===== src/rtl/twos_acc_pkg.sv =====
// Shared types and helpers for the two's-complement block accumulator.
// The state enum and the constant and sign-extension helpers are used by
// twos_block_accumulator and twos_sat_add.
package twos_acc_pkg;

   typedef enum logic {
      ACCUM  = 1'b0,
      OUTPUT = 1'b1
   } state_t;

   // Largest positive value of a signed w-bit number, in the low w bits.
   // The helpers work on 32-bit values, so w must be 1..32.
   function automatic logic [31:0] acc_max(input int w);
      return (32'd1 << (w - 1)) - 32'd1;
   endfunction

   // Most negative value of a signed w-bit number: 1 followed by zeros.
   // The bits above w are ones; callers truncate to w bits.
   function automatic logic [31:0] acc_min(input int w);
      return ~acc_max(w);
   endfunction

   // Sign-extend the low w bits of v to 32 bits.
   function automatic logic [31:0] sext(input logic [31:0] v, input int w);
      logic [31:0] upper_mask;
      logic        sign_bit;
      upper_mask = 32'hFFFF_FFFF << w;
      sign_bit   = |(v & (32'd1 << (w - 1)));
      return sign_bit ? (v | upper_mask) : (v & ~upper_mask);
   endfunction

endpackage


===== src/rtl/twos_sat_add.sv =====
// Combinational signed ACC_W-bit adder with an overflow flag.
// Optional macro SATURATE_EN clamps the result to the signed range on
// overflow. Without it the result wraps modulo 2^ACC_W.
import twos_acc_pkg::*;

module twos_sat_add #(
   parameter int ACC_W = 8
) (
   input  logic [ACC_W-1:0] a,
   input  logic [ACC_W-1:0] b,
   output logic [ACC_W-1:0] sum,
   output logic             ovf
);

   logic [ACC_W-1:0] raw_sum;

   assign raw_sum = a + b;

   // Overflow: the operands share a sign but the wrapped sum does not.
   assign ovf = (a[ACC_W-1] == b[ACC_W-1]) && (raw_sum[ACC_W-1] != a[ACC_W-1]);

`ifdef SATURATE_EN
   localparam logic [ACC_W-1:0] MAX_V = ACC_W'(acc_max(ACC_W));
   localparam logic [ACC_W-1:0] MIN_V = ACC_W'(acc_min(ACC_W));

   // On overflow the operand sign shows which rail was crossed.
   always_comb begin
      sum = raw_sum;
      if (ovf) begin
         sum = a[ACC_W-1] ? MIN_V : MAX_V;
      end
   end
`else
   assign sum = raw_sum;
`endif

endmodule


===== src/rtl/twos_block_accumulator.sv =====
// Sums BLOCK_LEN signed WIDTH-bit samples into one signed ACC_W-bit result.
// Input and output use valid/ready handshakes, and each result carries a sticky
// overflow flag. Optional macro SATURATE_EN selects saturating accumulation
// instead of wrap-around. ACC_W is limited to 32 bits by the package helpers.
import twos_acc_pkg::*;

module twos_block_accumulator #(
   parameter int WIDTH     = 4,
   parameter int ACC_W     = 8,
   parameter int BLOCK_LEN = 4
) (
   input  logic                           clk,
   input  logic                           rst_n,
   input  logic                           in_valid,
   output logic                           in_ready,
   input  logic [WIDTH-1:0]               in_data,
   output logic                           out_valid,
   input  logic                           out_ready,
   output logic [ACC_W-1:0]               out_sum,
   output logic                           out_ovf,
   output logic [$clog2(BLOCK_LEN+1)-1:0] smp_cnt
);

   localparam int             CNT_W    = $clog2(BLOCK_LEN + 1);
   localparam logic [CNT_W-1:0] LAST_CNT = CNT_W'(BLOCK_LEN - 1);

   state_t           state_reg;
   logic [ACC_W-1:0] acc_reg;
   logic [CNT_W-1:0] cnt_reg;
   logic             ovf_reg;
   logic             in_ready_reg;
   logic             out_valid_reg;

   logic [ACC_W-1:0] in_ext;
   logic [ACC_W-1:0] add_sum;
   logic             add_ovf;
   logic             accept;

   assign in_ext = ACC_W'(sext(32'(in_data), WIDTH));

   twos_sat_add #(
      .ACC_W (ACC_W)
   ) u_add (
      .a   (acc_reg),
      .b   (in_ext),
      .sum (add_sum),
      .ovf (add_ovf)
   );

   // in_ready_reg is only high in ACCUM, so it also gates accepts by state.
   assign accept = in_valid && in_ready_reg;

   // Block FSM: accumulate BLOCK_LEN samples, then hold the result until it drains.
   always_ff @(posedge clk) begin
      if (!rst_n) begin
         state_reg     <= ACCUM;
         acc_reg       <= '0;
         cnt_reg       <= '0;
         ovf_reg       <= 1'b0;
         in_ready_reg  <= 1'b0;
         out_valid_reg <= 1'b0;
      end else begin
         case (state_reg)
            ACCUM: begin
               in_ready_reg <= 1'b1;
               if (accept) begin
                  acc_reg <= add_sum;
                  ovf_reg <= ovf_reg | add_ovf;
                  cnt_reg <= cnt_reg + CNT_W'(1);
                  if (cnt_reg == LAST_CNT) begin
                     state_reg     <= OUTPUT;
                     in_ready_reg  <= 1'b0;
                     out_valid_reg <= 1'b1;
                  end
               end
            end
            OUTPUT: begin
               if (out_ready) begin
                  state_reg     <= ACCUM;
                  acc_reg       <= '0;
                  cnt_reg       <= '0;
                  ovf_reg       <= 1'b0;
                  out_valid_reg <= 1'b0;
                  in_ready_reg  <= 1'b1;
               end
            end
            default: begin
               state_reg <= ACCUM;
            end
         endcase
      end
   end

   assign in_ready  = in_ready_reg;
   assign out_valid = out_valid_reg;
   assign out_sum   = acc_reg;
   assign out_ovf   = ovf_reg;
   assign smp_cnt   = cnt_reg;

endmodule


===== config.mk =====
export PLATFORM = sky130hd
export DESIGN_NAME = twos_block_accumulator
export DESIGN_NICKNAME = d
export VERILOG_FILES = /design/src/rtl/twos_acc_pkg.sv /design/src/rtl/twos_sat_add.sv /design/src/rtl/twos_block_accumulator.sv
export SDC_FILE = /design/constraint.sdc
export NUM_CORES = 1
export LEC_CHECK = 0
export ABC_AREA = 0
export CAP_MARGIN = 20
export CORE_MARGIN = 10
export CORE_UTILIZATION = 47
export CTS_CLUSTER_SIZE = 25
export DETAILED_ROUTE_END_ITERATION = 6
export GPL_ROUTABILITY_DRIVEN = 1
export PLACE_DENSITY = 0.84
export SYNTH_ARGS = -nofsm -noshare
export SYNTH_HDL_FRONTEND = slang
export SYNTH_SLANG_ARGS = --single-unit
export TNS_END_PERCENT = 30

===== constraint.sdc =====
create_clock -name clk -period 2.9 [get_ports clk]
set_clock_uncertainty 0.15 [all_clocks]
set_input_delay 0.435 -clock clk [delete_from_list [all_inputs] [get_ports clk]]
set_output_delay 0.435 -clock clk [all_outputs]
set_load 0.02 [all_outputs]

## Yosys cells after proc, flatten, opt, wreduce, memory -nomap -nowiden

Index checks and enable logic that the tools add are counted.

- Input port bits: 8
- Register bits: 15

- Equality and inequality tests: 6
- Bitwise gates (word level): 2
- Add/subtract/negate cells: 2
- Muxes and demuxes: 21
- Reduce and logical (&&, ||, !) cells: 4

Operator list:

| kind | count |
|---|---|
| 8-bit two-way mux | 3 |
| 8-bit one-hot mux with 2 select lines | 1 |
| 1-bit two-way mux | 10 |
| 8-bit adder | 1 |
| 1-bit one-hot mux with 2 select lines | 4 |
| 3-bit two-way mux | 2 |
| 2-bit != test (second input constant) | 3 |
| 3-bit one-hot mux with 2 select lines | 1 |
| 3-bit by 1-bit adder with 3-bit output (second input constant) | 1 |
| 3-bit by 2-bit == test with 1-bit output (second input constant) | 1 |
| 3-bit AND reduction | 1 |
| 1-bit logical AND | 2 |
| 2-bit AND reduction | 1 |
| 1-bit == test | 1 |
| 1-bit != test | 1 |
| 1-bit inverter | 1 |
| 1-bit bitwise OR | 1 |

## Longest topological paths before layout

- Word-level depth: 7
- Mapped depth: 8
- Gate-level depth less buffers: 8

## Modules after synthesis

Synthesis repeated with hierarchy kept, for this count alone.

- Cells, all modules: 101
- Area, all modules: 875.8 sq um

By module, submodules not included:

| module | area each (sq um) | times used | cells each |
|---|---|---|---|
| twos_block_accumulator | 596.8 | 1 | 67 |
| twos_sat_add | 279.0 | 1 | 34 |

## Least setup slack after synthesis

Ideal clock, no wire load.

- Path kind: input-to-reg
- From: input port in_data[0]
- To: register acc_reg[6], in the netlist out_sum[6]
- Buffers on the path: 0
- Setup slack: 734 ps
- Stages on the path: 8
- Arrival time: 1894 ps
- Cells stage by stage: ha_1 -> fa_1 -> a21o_2 -> a21oi_1 -> o21bai_1 -> a21oi_1 -> xor2_1 -> o21ai_0

- Word-level cells in the longest chain between the ends: 4

Ends and longest elaborated chain:

| element | line | RTL |
|---|---|---|
| start, declared | twos_block_accumulator.sv:16 | `input logic [WIDTH-1:0] in_data,` |
| 8-bit two-way mux | twos_acc_pkg.sv:29 | `return sign_bit ? (v \| upper_mask) : (v & ~upper_mask);` |
| 8-bit adder | twos_sat_add.sv:17 | `assign raw_sum = a + b;` |
| 8-bit two-way mux | twos_block_accumulator.sv:66 | `if (accept) begin` |
| 8-bit one-hot mux with 2 select lines | twos_block_accumulator.sv:63 | `case (state_reg)` |
| end signal, assigned | twos_block_accumulator.sv:67 | `acc_reg <= add_sum;` |
| end, declared | twos_block_accumulator.sv:28 | `logic [ACC_W-1:0] acc_reg;` |

Every way passes these cells. The select of a mux whose other input is x is not followed.
A chain may end at the register's enable or synchronous reset.

## Worst setup path in the final report

Ends and elaborated chain as after synthesis.

==> flow_summary.ini <==
[pwr]
pwr-share-clk_pct = 25.5
ir_worst_vdd_uv = 252
p_int_mw = 0.331
p_comb_share_pct = 26.7
power.leakage_nw = 0.471
p_seq_share_pct = 47.7
p_per_area_nw_per_um2 = 410
power_switching_mw = 0.140
p_sw_share_pct = 29.8

[setup_path]
cp.required_ns = 2.93
worstSetupPathType = in -> reg
crit_fanout = 3
cp-start-kind = input pin
crit_arrival_ns = 2.43
timing.critical_path.mode_cell = a21oi_1
worstPathCellList = clkdlybuf4s50_1 > ha_1 > fa_1 > a21o_2 > a21oi_1 > o21bai_1 > a21oi_1 > xor2_1 > o21ai_0
crit_buf_inv = 1
end_kind = flop
cp_slowest_stage_delay_ns = 0.41
crit_slowest_cell = fa_1
crit_family = compound AO/OA/AOI/OAI gates

[place]
post-place-ws_ns = 0.198
dp_hpwl_um = 1540
place_inst = 145
place.gp.congestion = 0.852
portBuffers = 21

[clock_tree]
cts_root_buf = clkbuf_4
clk_path_buf_depth = 2
insertion_delay_ns = 0.28
cts_buffers = 3
ctsResizeCount = 0
ctsHoldBuffers = 0
cts_tree = done
post_cts_buffers = 0
clk_pin_slew_worst_paths_ns = 0.09
h-tree-depth = 1
cts.sinks = 15

[route]
first_pass_iters = 4
drt_iter0_markers = 28
post_drt_wl_per_cell_um = 13.4
drt-total-wl_um = 2000
vias_per_cell = 5.38
num_vias = 801
drtAntennaViolNets = 0
drc = 0

[synth]
syn_area_per_cell_um2 = 8.81
ys_seq_elements = 15
syn_inst = 101
yosys_warnings = 0
seq_area_frac_synth_pct = 33.8
async_reset_ff_share_pct = 0
synth_enable_flop_cells = 0
synth-main-ff-cell = dfxtp_1
yosys.cell_types.count = 31
netlist_area_um2 = 890
synth_fp_nets = 119

[timing]
finalSetupViolCount = 0
setup_ws_ns = 0.496
slew-limit-headroom_pct = 39.5
min_period_over_period_pct = 82.9
fin_tns_setup_ns = 0
hold_viol = 0
whs_ns = 0.347
slew_violations = 0
rsz0062_at_grt = no
fmax_mhz = 416
worst_pin_slew_ns = 0.908
fin_crit_ns = 2.40

[grt]
grt_first_pass_wirelength_um = 3370
antenna_found_initial = 0
gr-total-overflow = 0
track_usage_pct = 9.98
grt_pass1_vias = 751
grt_max_degree = 16

[final_layout]
largest_reg_flops = 8
final_nets = 143
antenna_cells = 0
area_growth_pct = 29.4
drive_gt1_share_pct = 6.45
stdcell_count = 149

[die]
io_pins = 22
die_h_um = 63.5
die_width_um = 63.5
start_util_pct = 50.4
core-area_um2 = 1760
num_rows = 15
die_area_um2 = 4030

[job]
maxCapViolCount = 0

[min_path]
hold_class = reg -> reg

[status]
status = completed
## Yosys cell counts (2+ instances only)
library cell	count	share of area [%]
o21ai_0	7	3.9
mux2i_1	2	2.3
xor2_1	4	3.9
dfxtp_1	15	34
nor3_1	2	1.1
ha_1	9	13
nor2_1	7	3.0
a22oi_1	5	4.2
nand2_1	9	3.8
buf_2	2	1.1
a21oi_1	9	5.1
inv_1	2	0.84
a211oi_2	2	2.8
o21a_1	2	1.7
nand3_1	2	1.1
nor2b_1	7	4.9
## worst register-to-register path: stages, from the launching register on
cell,delay (ns)
dfxtp_1,0.33
ha_1,0.23
fa_1,0.41
a21o_2,0.20
a21oi_1,0.21
o21bai_1,0.10
a21oi_1,0.18
xor2_1,0.15
o21ai_0,0.09
## layout make-up
class / count / area, um2
tap: 25 / 31.3
timing repair buffer: 22 / 218
inverter: 2 / 7.51
fill: 166 / 613
multi-input combinational: 81 / 568
sequential: 15 / 300
clock buffer: 4 / 26.3
## kinds of logic (layout without fill, tap and decap cells)
family	after synthesis	count (layout)	share of synthesized area, %
AND/OR/NAND/NOR	33	33	18.6
AO/OA/AOI/OAI	31	31	23.2
flip-flops	15	15	33.8
adder cells (fa/ha/maj)	10	10	14.9
XOR/XNOR	5	5	4.92
buffers and inverters	5	28	2.39
multiplexers	2	2	2.25
## power groups by stage
stage	combinational [mW]	sequential, mW	clock [mW]
finish	0.126	0.225	0.120
global route	0.138	0.227	0.134
CTS	0.126	0.225	0.123
detailed placement	0.126	0.230	0
global placement	0.123	0.230	0
floorplan	0.0669	0.241	0
## cell usage in the layout (no fill, tap or decap), drive strengths merged, types with 3 or more instances in the layout
cell type and count:
o21ai 7, xor2 4, clkdlybuf4s50 21, nor2 7, a22oi 5, ha 9, clkbuf 4, dfxtp 15
nand2 9, a211oi 3, nor2b 7, a21oi 9
## metrics by stage
step	util, %	area [um2]	power, mW
CTS	65.2	1150	0.474
floorplan	-	890	0.308
detailed placement	63.8	1120	0.356
global placement	63.8	1120	0.352
global route	65.2	1150	0.499
finish	65.2	1150	0.471
## routing by layer
metal	track usage (%)	vias up	part of all wire (%)
li1	-	409	-
met1	11.6	365	48
met2	15.3	25	43
met3	4.59	2	9.2
met4	4.10	0	0.65
met5	0	-	0
## path summary, 6_finish.rpt
check	from	endpoint	slack, ns	cells after the start
max	in_data[0]	out_sum[6]	0.50	9
min	out_ovf	out_ovf	0.35	2
max reg2reg	out_sum[0]	out_sum[6]	0.74	8
min reg2reg	out_ovf	out_ovf	0.35	2
No activity file was read; power rests on OpenSTA's default activity.
